`src/rtl/mult_datapath.sv`:
```
// ---------------------------------------------------------------------------
// mult_datapath
//   Datapath half of a sequential signed shift-add multiplier. Operands are
//   captured as magnitudes plus a result sign. Each controller strobe then
//   performs one add step, one shift step, or both. The signed product is
//   rebuilt combinationally from the unsigned accumulator.
//
// Ports
//   clk                 : system clock, rising edge
//   rst_n               : asynchronous active-low reset
//   a, b                : signed operands (W bits)
//   load                : capture operands and clear the accumulator
//                         (this has priority over all other strobes)
//   reg_en              : accumulator update enable
//   psel                : 1 = add the shifted multiplier, 0 = add zero
//   shift_en            : shift the multiplicand right and the multiplier left
//   z_flag_multiplicand : multiplicand register == 0
//   lsb_multiplicand    : bit 0 of the multiplicand register
//   product             : signed result (2*W bits, two's complement)
//   done                : product valid (loaded and multiplicand exhausted)
// ---------------------------------------------------------------------------
module mult_datapath #(
   parameter int W = 8
) (
   input  logic           clk,
   input  logic           rst_n,
   input  logic [W-1:0]   a,
   input  logic [W-1:0]   b,
   input  logic           load,
   input  logic           reg_en,
   input  logic           psel,
   input  logic           shift_en,
   output logic           z_flag_multiplicand,
   output logic           lsb_multiplicand,
   output logic [2*W-1:0] product,
   output logic           done
);

   logic [W-1:0]   mcand_q,  mcand_d;
   logic [2*W-1:0] mplier_q, mplier_d;
   logic [2*W-1:0] acc_q,    acc_d;
   logic           sign_q,   sign_d;
   logic           loaded_q, loaded_d;

   logic [W-1:0]   a_mag;
   logic [W-1:0]   b_mag;

   // The most negative value negates to itself, and as an unsigned number
   // that is exactly its magnitude. So no saturation is needed.
   assign a_mag = a[W-1] ? (~a + 1'b1) : a;
   assign b_mag = b[W-1] ? (~b + 1'b1) : b;

   always_comb begin
      mcand_d  = mcand_q;
      mplier_d = mplier_q;
      acc_d    = acc_q;
      sign_d   = sign_q;
      loaded_d = loaded_q;
      if (load) begin
         mcand_d  = a_mag;
         mplier_d = {{W{1'b0}}, b_mag};
         acc_d    = '0;
         sign_d   = a[W-1] ^ b[W-1];
         loaded_d = 1'b1;
      end else begin
         // The add reads the pre-shift multiplier. Both updates commit
         // together when reg_en and shift_en are high in the same cycle.
         if (reg_en) begin
            acc_d = acc_q + (psel ? mplier_q : '0);
         end
         if (shift_en) begin
            mcand_d  = mcand_q >> 1;
            mplier_d = mplier_q << 1;
         end
      end
   end

   always_ff @(posedge clk or negedge rst_n) begin
      if (!rst_n) begin
         mcand_q  <= '0;
         mplier_q <= '0;
         acc_q    <= '0;
         sign_q   <= 1'b0;
         loaded_q <= 1'b0;
      end else begin
         mcand_q  <= mcand_d;
         mplier_q <= mplier_d;
         acc_q    <= acc_d;
         sign_q   <= sign_d;
         loaded_q <= loaded_d;
      end
   end

   assign z_flag_multiplicand = (mcand_q == '0);
   assign lsb_multiplicand    = mcand_q[0];

   // Negating zero gives zero, so a zero accumulator never shows as -0.
   assign product = sign_q ? ('0 - acc_q) : acc_q;
   assign done    = loaded_q & z_flag_multiplicand;

endmodule
```
`config.mk`:
```
export PLATFORM = sky130hd
export DESIGN_NAME = mult_datapath
export DESIGN_NICKNAME = d
export VERILOG_FILES = /design/src/rtl/mult_datapath.sv
export SDC_FILE = /design/constraint.sdc
export NUM_CORES = 1
export LEC_CHECK = 0
export ABC_AREA = 1
export CAP_MARGIN = 30
export CORE_MARGIN = 1.5
export CORE_UTILIZATION = 40
export CTS_CLUSTER_SIZE = 12
export DETAILED_ROUTE_END_ITERATION = 10
export GPL_TIMING_DRIVEN = 0
export PLACE_DENSITY = 0.62
export SLEW_MARGIN = 5
export SYNTH_ARGS = -nofsm -noshare
export SYNTH_HDL_FRONTEND = slang
export SYNTH_SLANG_ARGS = --single-unit
```
`constraint.sdc`:
```
create_clock -name clk -period 2.75 [get_ports clk]
set_clock_uncertainty 0.2 [all_clocks]
set_input_delay 0.4125 -clock clk [delete_from_list [all_inputs] [get_ports clk]]
set_output_delay 0.4125 -clock clk [all_outputs]
set_load 0.005 [all_outputs]
```
# Word level (Yosys, flattened, before mapping)
# Cells that the tools add are included.
# word_totals
ramBits	0
elab_cells	26
memories	0
regBits	42
romBits	0
latch_bits	0
input_bits	22
output_inout_bits	19
# classes
n_eq_ne	0
muxes	10
bitwise_logic	4
mul	0
addsub	4
div_mod_pow	0
shift	0
n_lt_le_gt_ge	0
reduce_logical	3
# op_table
cell	n
two-way mux 16 bit	6
two-way mux 8 bit	4
adder 16 bit	1
adder 8 x 1 -> 8 bit, second input constant	2
inverter 8 bit	2
subtractor 1 x 16 -> 16 bit, first input constant	1
logical NOT 8 bit	1
nonzero test 2 bit	2
AND 1 bit	1
bitwise XOR 1 bit	1

# Logic depth before layout (Yosys ltp)
# logic_depth
depth_word	4
ltp_mapped	15
mapped_depth_nobuf	13

# Least setup slack after synthesis
# No wires, ideal clock.
# synth_timing
path_kind	input-to-reg
startpoint	input psel
endpoint	register acc_q[12]
path_slack_ps	367
t_required_ps	2433
setup_time_ps	117
n_path_buf	2
arrival_time_ps	2066
cell_stages	15
cell_sequence	clkbuf_2 -> clkbuf_1 -> nand2_1 -> inv_1 -> ha_1 -> inv_1 -> fa_1 -> inv_1 -> nand3_1 -> nand3_1 -> nand3_1 -> nand3_1 -> nand2_1 -> nand3_1 -> nand2_1
# synth_between
elab_chain_cells	4
# synth_rtl
item	line	rtl
from (decl)	31	input logic psel,
two-way mux 16 bit	69	acc_d = acc_q + (psel ? mplier_q : '0);
adder 16 bit	69	
two-way mux 16 bit	68	if (reg_en) begin
two-way mux 16 bit	59	if (load) begin
to (signal assigned)	82	acc_q <= '0;
to (signal assigned)	88	acc_q <= acc_d;
to (decl)	41	logic [2*W-1:0] acc_q, acc_d;
# Every way passes these cells. The select of a mux whose other input is x is not followed.
# A chain may end at the register's enable or synchronous reset.

# Final worst setup path
# layout_timing
startpoint	register acc_q[1]
endpoint	output product[15]
# layout_between
elab_chain_cells	2
# layout_rtl
item	line	rtl
subtractor 1 x 16 -> 16 bit	98	assign product = sign_q ? ('0 - acc_q) : acc_q;
two-way mux 16 bit	98	
to (decl)	35	output logic [2*W-1:0] product,
# Every way passes these cells.

==> impl_results.rst <==
.. list-table::
   :header-rows: 1

   * - Metric
     - Value
   * - Element type at the critical path end
     - output pin
   * - Core region area
     - 0.008258 sq mm
   * - Flip-flop and latch count after synthesis
     - 42
   * - Pin count of the biggest net entering global routing
     - 30
   * - Clock latency of the later-clocked register in the worst-skew pair
     - 0.30 ns
   * - Area Overhead vs Synth
     - 21.67%
   * - Cells after synthesis
     - 524
   * - Final Critical Period
     - 2.727 ns
   * - Register area share after synthesis
     - 30.70%
   * - RSZ-0062 raised after global routing
     - true
   * - TritonCTS clock tree
     - done
   * - Switching power summed over all nets
     - 0.7024 mW
   * - Prevailing post-synth register cell
     - sky130_fd_sc_hd__dfrtp_1
   * - Detailed router's first-iteration violation count
     - 138
   * - Global-route usage over all layers
     - 20.79%
   * - Post-route cell area
     - 0.004165 sq mm
   * - Measured slew at the worst slew-check pin
     - 0.4744 ns
   * - Net total in the final layout
     - 620
   * - Clock slew at reported path FFs
     - 0.09 ns
   * - Worst setup margin
     - 0.02294 ns
   * - Area used by multi-input combinational logic
     - 0.001966 sq mm
   * - Final-report max-slew violation count
     - 0
   * - Final setup violation count
     - 0
   * - Critical path's largest stage delay
     - 0.49 ns
   * - Number of synthesized flops with an enable pin
     - 0
   * - Starting utilization of the core area
     - 41.45%
   * - Max Fclk
     - 0.3667 GHz
   * - Switching Fraction
     - 34.67%
   * - Reported max-cap violation count
     - 0
   * - 1st-pass router iterations
     - 4
   * - Worst setup timing slack at the placement stage
     - -0.04557 ns
   * - Combinational group share of total power
     - 39.5%
   * - Share of the clock period used by the worst path after layout
     - 99.17%
   * - Series of cell instances along the critical path
     - inv_2 > buf_4 > nand3_2 > nor2_4 > nand3_2 > nor2_2 > nand2_1 > nand2_1 > nand2_1 > nand2_1 > clkdlybuf4s50_1
   * - Overall die area
     - 0.009122 sq mm
   * - Part of the total power dissipated in sequential elements
     - 35.4%
   * - Port Buffer Count
     - 38
   * - CTS Sinks
     - 42
   * - Die height
     - 95.51 um
   * - Power per Cell Area
     - 486.4 mW/mm^2
   * - Total gr overflow
     - 0
   * - Crit path max fanout
     - 4
   * - Worst slew slack as a fraction of its limit
     - 68.37%
   * - Register area
     - 0.001052 sq mm
   * - Worst hold slack across all endpoints
     - 0.2677 ns
   * - Result of the run
     - complete, no violations
   * - Worst voltage drop across the vdd grid
     - 0.0002058 V
   * - Top Ports
     - 41
   * - Crit-path most repeated cell
     - sky130_fd_sc_hd__nand2_1
   * - Global placer's final weighted congestion
     - 0.8777
   * - Routed wire per std cell
     - 12.67 um
   * - Power share of the clock group
     - 25.0%
   * - Leading cell types in the layout, fill and taps excluded
     - 169 x sky130_fd_sc_hd__nand2_1, 92 x sky130_fd_sc_hd__inv_1, 41 x sky130_fd_sc_hd__dfrtp_1
   * - Worst endpoint required time
     - 2.14 ns
   * - Fraction of layout instances using a drive strength above 1
     - 8.276%
   * - Average footprint of a synthesized cell
     - 6.533 sq um
   * - Vias per Instance
     - 4.958
   * - Buffer and inverter count on the worst path
     - 3
   * - Via Count
     - 3396
   * - Static Leak
     - 2.362 nW
   * - Most common cell after layout, fill and taps aside
     - sky130_fd_sc_hd__nand2_1
   * - Setup slack on the worst flop-to-flop path
     - 0.52 ns
   * - Count of yosys warnings during synthesis
     - 0
   * - Buffer depth of the longest clock path
     - 2
   * - Post-synthesis async set-or-reset flop share
     - 100.0%
   * - Arr. time, crit path
     - 2.11 ns
   * - Dominant delay contributor by cell family on the critical path
     - simple AND/OR/NAND/NOR gates
   * - CTS H-tree lvls
     - 2
   * - Type of the worst setup path
     - flip-flop to output pin
   * - Startpoint type of the worst setup path
     - flip-flop
   * - Mapped Area
     - 0.003423 sq mm
   * - Hold Crit Class
     - flip-flop to flip-flop
   * - Post-route DRC violation count
     - 0
   * - Inserted Diodes
     - 0
   * - Number of distinct library cell variants in the gate-level netlist after synthesis
     - 33
   * - P_int
     - 1.323 mW
   * - Rows
     - 33
   * - HPWL after DPL
     - 6972 um
   * - Slowest stage cell on the critical path
     - sky130_fd_sc_hd__clkdlybuf4s50_1
   * - Synthesized net count
     - 565
   * - Final wirelength
     - 8677 um
   * - Final number of hold-violating endpoints
     - 0
   * - Number of filler instances in the final layout
     - 878
   * - Chip width
     - 95.51 um
   * - Wire length of the first global-routing pass
     - 14890 um
   * - Antenna violations before repair
     - 0
   * - Root buffer selected by CTS
     - sky130_fd_sc_hd__clkbuf_8
   * - Number of global-route vias before repair
     - 3325
   * - Final ANT Viol Nets
     - 0
   * - Instance area after placement
     - 0.003950 sq mm
   * - Number of clock buffers inserted by TritonCTS
     - 5
==> path summary, 6_finish.rpt <==
check	startpoint	end	depth (start not counted)
worst max-delay path	acc_q[1]	product[15]	11
worst min-delay path	loaded_q	loaded_q	2
worst max register to register	acc_q[0]	acc_q[8]	13
worst min register to register	loaded_q	loaded_q	2
max in group asynchronous	rst_n	mcand_q[6]	3
min in group asynchronous	rst_n	acc_q[13]	2
==> synth_stat cells, drive strengths merged, types with 7 or more instances <==
cell,number,area share [%]
ha,18,6.6
xor2,18,4.6
nand3,39,6.0
o21ai,35,5.1
a21oi,18,2.6
inv,95,10
nor2,35,4.8
nor3,7,1.0
dfrtp,42,31
nand4,10,1.8
buf,10,1.7
nand2,171,19
==> flip-flops by register name, indices dropped and copies added, names as in the netlist <==
name / count
acc_q: 16
sign_q: 1
mcand_q: 8
loaded_q: 1
mplier_q: 16
==> metrics by stage <==
stage	utilization, %	power, mW	TNS (ns)	instances
global route	50.44	2.169	-0.1622	685
finish	50.44	2.026	0	685
global placement	47.65	1.460	-3.986	667
CTS	49.94	2.019	0	681
floorplan	-	1.151	0	524
detailed placement	47.83	1.468	-0.06947	668
==> cell families after synthesis <==
family | after synthesis | synth area share, %
buffers and inverters | 108 | 12.50
AO/OA/AOI/OAI | 63 | 9.796
adder cells (fa/ha/maj) | 19 | 7.164
AND/OR/NAND/NOR | 268 | 33.70
flip-flops | 42 | 30.70
XOR/XNOR | 24 | 6.140
==> final cells by class <==
class	count	area share [%]
sequential	42	25.26
multi-input combinational	374	47.19
inverter	95	8.561
tap	105	3.154
clock inverter	3	1.081
clock buffer	5	1.652
timing repair buffer	48	11.38
buffer	13	1.712
==> worst min-delay path: stages, from the launching register on <==
cell	delay, ns
sky130_fd_sc_hd__dfrtp_1	0.34
sky130_fd_sc_hd__inv_1	0.05
sky130_fd_sc_hd__nand2_1	0.05
==> what timing repair did <==
action | 4_1_cts | 5_1_grt
pin swaps | 2 | 1
hold buffers | 1 | 0
gates cloned | 0 | 0
gates resized for setup | 10 | 9
setup endpoints to repair | 7 | 6
hold endpoints to repair | 13 | 0
buffers inserted | 4 | 4
==> power by group through the flow <==
| stage | clock, mW | combinational (mW) | sequential, mW |
|---|---|---|---|
| after floorplan | 0 | 0.434 | 0.717 |
| after global placement | 0 | 0.730 | 0.731 |
| after detailed placement | 0 | 0.736 | 0.732 |
| after CTS | 0.523 | 0.778 | 0.718 |
| after global routing | 0.551 | 0.892 | 0.726 |
| final | 0.507 | 0.801 | 0.718 |
==> routing by layer <==
metal	vias to the layer above	global-route usage, %	routed length, um
met5	-	0	0
met4	0	5.392	102
met3	9	2.392	270
met2	72	37.71	4289
met1	1564	25.97	4015
li1	1751	-	-
No activity file was read; power rests on OpenSTA's default activity.
